<file path="config.mk">
export PLATFORM = sky130hd
export DESIGN_NAME = seq_1011_tx
export DESIGN_NICKNAME = d
export VERILOG_FILES = /design/src/rtl/seq_tx_pkg.sv /design/src/rtl/seq_1011_tx_piso_shift.sv /design/src/rtl/seq_1011_tx.sv
export SDC_FILE = /design/constraint.sdc
export NUM_CORES = 1
export LEC_CHECK = 0
export CORE_MARGIN = 2
export CORE_UTILIZATION = 30
export DETAILED_ROUTE_END_ITERATION = 16
export HOLD_SLACK_MARGIN = 0.12
export PLACE_DENSITY = 0.6
export RECOVER_POWER = 25
export SLEW_MARGIN = 20
export SYNTH_ARGS = -nofsm -noshare
export SYNTH_HDL_FRONTEND = slang
export SYNTH_SLANG_ARGS = --single-unit
</file>
<file path="constraint.sdc">
create_clock -name clk -period 1.6 [get_ports clk]
set_input_delay 0.32 -clock clk [delete_from_list [all_inputs] [get_ports clk]]
set_output_delay 0.32 -clock clk [all_outputs]
set_load 0.005 [all_outputs]
</file>
<file path="src/rtl/seq_tx_pkg.sv">
// Shared definitions for the 1011-framed serial link: the transmitter state
// encoding, the sync preamble used by both ends, and the parity helper.
package seq_tx_pkg;

  typedef enum logic [1:0] {
    IDLE = 2'b00,
    PRE  = 2'b01,
    DATA = 2'b10,
    PAR  = 2'b11
  } tx_state_t;

  localparam int SYNC_W = 4;
  localparam logic [SYNC_W-1:0] SYNC_PATTERN = 4'b1011;

  // Wide enough for any payload on this link; callers zero-extend.
  localparam int PARITY_MAX_W = 64;

  // Even parity: the returned bit makes the total count of ones even.
  function automatic logic evenParity(input logic [PARITY_MAX_W-1:0] data);
    return ^data;
  endfunction

endpackage

</file>
<file path="src/rtl/seq_1011_tx_piso_shift.sv">
// Parallel-in serial-out shift register: loads a word, then presents it
// MSB first, moving one bit per enabled clock.
module piso_shift #(
  parameter int W = 8
) (
  input  logic         clk,
  input  logic         reset,
  input  logic         i_load,
  input  logic         i_shift,
  input  logic [W-1:0] i_data,
  output logic         o_msb
);

  logic [W-1:0] r_shreg;

  // Load takes priority so a new frame can never inherit stale payload bits.
  always_ff @(posedge clk or negedge reset) begin
    if (!reset) begin
      r_shreg <= '0;
    end else if (i_load) begin
      r_shreg <= i_data;
    end else if (i_shift) begin
      r_shreg <= r_shreg << 1;
    end
  end

  assign o_msb = r_shreg[W-1];

endmodule

</file>
<file path="src/rtl/seq_1011_tx.sv">
// Serial frame transmitter: accepts a word over valid/ready, then sends the
// sync preamble, the payload MSB first and an optional even-parity bit.
module seq_1011_tx
  import seq_tx_pkg::*;
#(
  parameter int                DATA_W    = 8,
  parameter int                PAT_W     = SYNC_W,
  parameter logic [PAT_W-1:0]  PATTERN   = SYNC_PATTERN,
  parameter bit                PARITY_EN = 1'b1
) (
  input  logic              clk,
  input  logic              reset,
  input  logic              tx_valid,
  input  logic [DATA_W-1:0] tx_data,
  output logic              tx_ready,
  output logic              dout,
  output logic              dout_en,
  output logic              busy,
  output logic              done
);

  localparam int MAX_W  = (PAT_W > DATA_W) ? PAT_W : DATA_W;
  localparam int CNT_W  = $clog2(MAX_W) + 1;
  localparam int PIDX_W = (PAT_W > 1) ? $clog2(PAT_W) : 1;

  localparam logic [CNT_W-1:0] PRE_LAST  = CNT_W'(PAT_W - 1);
  localparam logic [CNT_W-1:0] DATA_LAST = CNT_W'(DATA_W - 1);

  tx_state_t         r_state;
  tx_state_t         w_nextState;
  logic [CNT_W-1:0]  r_bitCnt;
  logic [CNT_W-1:0]  w_nextCnt;
  logic              r_parity;
  logic              w_load;
  logic              w_shift;
  logic              w_payloadMsb;
  logic [PIDX_W-1:0] w_patIdx;

  // The counter runs down from PAT_W-1 in PRE, so it doubles as the preamble index.
  assign w_patIdx = r_bitCnt[PIDX_W-1:0];

  piso_shift #(
    .W(DATA_W)
  ) u_payload (
    .clk    (clk),
    .reset  (reset),
    .i_load (w_load),
    .i_shift(w_shift),
    .i_data (tx_data),
    .o_msb  (w_payloadMsb)
  );

  // Parity is captured at acceptance because the shift register is consumed as it sends.
  always_ff @(posedge clk or negedge reset) begin
    if (!reset) begin
      r_state  <= IDLE;
      r_bitCnt <= '0;
      r_parity <= 1'b0;
    end else begin
      r_state  <= w_nextState;
      r_bitCnt <= w_nextCnt;
      if (w_load) begin
        r_parity <= evenParity(PARITY_MAX_W'(tx_data));
      end
    end
  end

  // Outputs depend only on registered state; tx_valid steers the next state alone.
  always_comb begin
    w_nextState = r_state;
    w_nextCnt   = r_bitCnt;
    w_load      = 1'b0;
    w_shift     = 1'b0;
    tx_ready    = 1'b0;
    dout        = 1'b0;
    dout_en     = 1'b0;
    busy        = 1'b0;
    done        = 1'b0;
    case (r_state)
      IDLE: begin
        tx_ready = 1'b1;
        if (tx_valid) begin
          w_nextState = PRE;
          w_nextCnt   = PRE_LAST;
          w_load      = 1'b1;
        end
      end
      PRE: begin
        dout    = PATTERN[w_patIdx];
        dout_en = 1'b1;
        busy    = 1'b1;
        if (r_bitCnt == '0) begin
          w_nextState = DATA;
          w_nextCnt   = DATA_LAST;
        end else begin
          w_nextCnt = r_bitCnt - CNT_W'(1);
        end
      end
      DATA: begin
        dout    = w_payloadMsb;
        dout_en = 1'b1;
        busy    = 1'b1;
        w_shift = 1'b1;
        if (r_bitCnt == '0) begin
          w_nextCnt = '0;
          if (PARITY_EN) begin
            w_nextState = PAR;
          end else begin
            w_nextState = IDLE;
            done        = 1'b1;
          end
        end else begin
          w_nextCnt = r_bitCnt - CNT_W'(1);
        end
      end
      PAR: begin
        dout        = r_parity;
        dout_en     = 1'b1;
        busy        = 1'b1;
        done        = 1'b1;
        w_nextState = IDLE;
        w_nextCnt   = '0;
      end
      default: begin
        w_nextState = IDLE;
        w_nextCnt   = '0;
      end
    endcase
  end

endmodule

</file>
==> metrics.csv <==
metric,value,unit
unrepaired setup endpoints after global routing,true,
WHS Endpoint,r_bitCnt[3],
Reg power frac,32.9,%
top post-synthesis cells by area,"dfrtp_1 (43%), mux2i_1 (8.1%), ha_1 (7.2%)",
Max Fanout on Critical Path,4,
Max-Slew Margin vs Limit,45.1,%
Crit. End Element,output pin,
DP HPWL,1.15,mm
layout cells sized above 1,29.7,%
library cells used by synthesis,26,
"Clk pin slew, worst setup/hold paths",0.09,ns
initial antenna violation count,0,
"Setup violations, final",2,
Sw Share,38.2,%
Die Footprint,0.00333,mm2
Peak VDD IR,957,uV
hold wc startpoint,r_bitCnt[3],
arrival time of the worst setup path,1.42,ns
top cell type's share of synthesized area,43.4,%
wire per inst,11.1,um
Rows,19,
R2R Path End,r_state[1],
fin worst setup slack,-0.138,ns
diode count,0,
Pint,1310,uW
final wirelength,1.57,mm
Power Dens Cells,1810,mW/mm2
H-tree Lvls,1,
final-report hold violation count,0,
Pre-antenna DRT Iters,4,
fin nets,128,
Post-DRT Antenna Nets,0,
clock skew,0.00409,ns
"EDFF count, synth",0,
P_sw,810,uW
Seq cells post-synth,15,
status,"finished, violations left",
CTS tree,yes,
vias per cell,4.71,
Mapped Area,865,um2
Pleak,0.000485,uW
design area,0.00117,mm2
I/O Buffers,15,
"most common cell after layout, fill and taps aside",dfrtp_1,
clock power share,9.8,%
Critical Path RT,1.28,ns
core area,0.00276,mm2
worst r2r path cells,7,
Slowest cell on crit path,dfrtp_2,
Syn Inst Count,86,
sequence of cells on the critical path,ha_4 > a222oi_1 > nor2_1 > buf_2,
Num CTS Buffers,3,
"Primary FF master, synth",dfrtp_1,
Worst R2R Start,r_state[1],
fill count,272,
Hold Crit Depth,1,
worst skew pair latency,0.28,ns
post-synth top area cell,dfrtp_1,
startpoint types,register,
"Seq/Total Area, Yosys",43.4,%
largest net degree at the start of global routing,19,
grt total ovfl,0,
first-pass GRT wire length,2.85,mm
Max Slew Vio Count,0,
most frequent cells in the layout,"dfrtp_1 (12), o21ai_0 (10), buf_4 (10), nand2_1 (9), clkdlybuf4s50_1 (9)",
# IOs,16,
number of global-route vias before repair,686,
Syn Nets,102,
Layout Area Growth over Synthesis,35.5,%
placed cell area,0.00111,mm2
DRC,0,
failing checks,negative setup slack,
Async SR Flop Fraction,100,%
fin crit share,109,%
Die Y,57.7,um
chip width,57.7,um
Longest Clk Path Bufs,2,
CTS Root Cell,clkbuf_4,
Hold Slack,0.516,ns
Combinational Power Share,57.3,%
number of synthesis warnings,0,
Sink Count,15,
Highest Clock Rate,575,MHz
GP Congestion,0.769,
Slew @ Worst Pin,0.824,ns
minimum clock period,1.74,ns
DR vias,669,
Hold WC Path Type,register to register,
First DRT Iteration DRCs,6,
critical path class,register to output pin,
Starting Density,31.4,%
"Largest stage delay, worst path",0.46,ns
R2R Setup Slk,-0.04,ns
all-layer global routing usage,11.0,%
Max-Cap Viols,0,
Mean Syn Cell Area,10.1,um2
==> per-stage QoR <==
| step | setup slack (ns) | setup TNS (ns) | instances | total power [uW] | util (%) |
|---|---|---|---|---|---|
| 6_report | -0.138 | -0.180 | 142 | 2120 | 42.5 |
| 3_5_place_dp | -0.208 | -1.27 | 138 | 1890 | 40.3 |
| 3_3_place_gp | -0.161 | -1.08 | 138 | 1860 | 40.3 |
| 4_1_cts | -0.189 | -0.206 | 142 | 2100 | 41.8 |
| 5_1_grt | -0.279 | -0.685 | 142 | 2350 | 42.5 |
| 2_1_floorplan | 0.00696 | 0 | 86 | 1420 | - |
==> sequential cells by signal, indices dropped and copies added (netlist names) <==
register           count
u_payload.r_shreg      8
r_bitCnt               4
r_state                2
r_parity               1
==> power by group through the flow <==
stage	logic, uW	registers [uW]	clock network [uW]
finish	1210	697	208
global route	1380	720	250
CTS	1210	672	224
detailed placement	1210	674	0
global placement	1190	668	0
floorplan	766	655	0
==> per-layer routing <==
layer / part of all wire, % / track usage, % / vias to the layer above
met1: 47 / 13.2 / 308
met3: 4.9 / 2.01 / 2
met5: 0 / 0 / -
li1: - / - / 346
met4: 0.89 / 5.98 / 0
met2: 47 / 18.7 / 13
==> how the worst max path moves through the flow <==
stage                start          to  cells after the start
6_report        r_state[1]        dout                      4
2_1_floorplan  r_bitCnt[0]  r_state[1]                      4
4_1_cts         r_state[1]        dout                      4
5_1_grt         r_state[0]        dout                      5
3_3_place_gp    r_state[0]        dout                      5
3_5_place_dp    r_state[0]        dout                      5
==> final cells by class <==
class	instances	area (um2)	area share, %
Clock buffer	3	22.5	1.92
Clock inverter	1	5.00	0.427
Inverter	3	11.3	0.962
Multi-Input combinational cell	63	504	43.1
Sequential cell	15	379	32.4
Tap cell	31	38.8	3.31
Timing Repair Buffer	26	210	17.9
==> cell usage after synthesis, types with 2 or more instances <==
cell type / number
xnor2_1: 7
buf_2: 3
ha_1: 5
o21ai_0: 10
inv_1: 3
nor2_1: 4
o31ai_1: 2
dfrtp_1: 15
a21oi_1: 3
nand2_1: 9
o21a_1: 2
nor3_1: 3
mux2i_1: 7
==> cell families after synthesis <==
logic type / synth area share, %
and+or+nand+nor: 14.6
DFF: 43.4
buffers and inverters: 4.34
adders and majority gates: 7.24
muxes: 9.41
xor gates and xnor gates: 7.09
AOI/OAI and AO/OA: 13.9
==> critical path, delay by kind of cell (launching register included) <==
family          cells  cell delay (ns)
compound gates      1             0.31
buf+inv             1             0.13
fa+ha+maj           1             0.17
flops               1             0.46
simple gates        1             0.07
==> timing repair <==
action,in CTS,in global routing
hold buffers,0,0
endpoints found under the hold margin,0,0
gates resized for setup,25,8
endpoints found under the setup margin,15,14
buffers inserted,0,0
pin swaps,3,3
No activity file was read; power rests on OpenSTA's default activity.
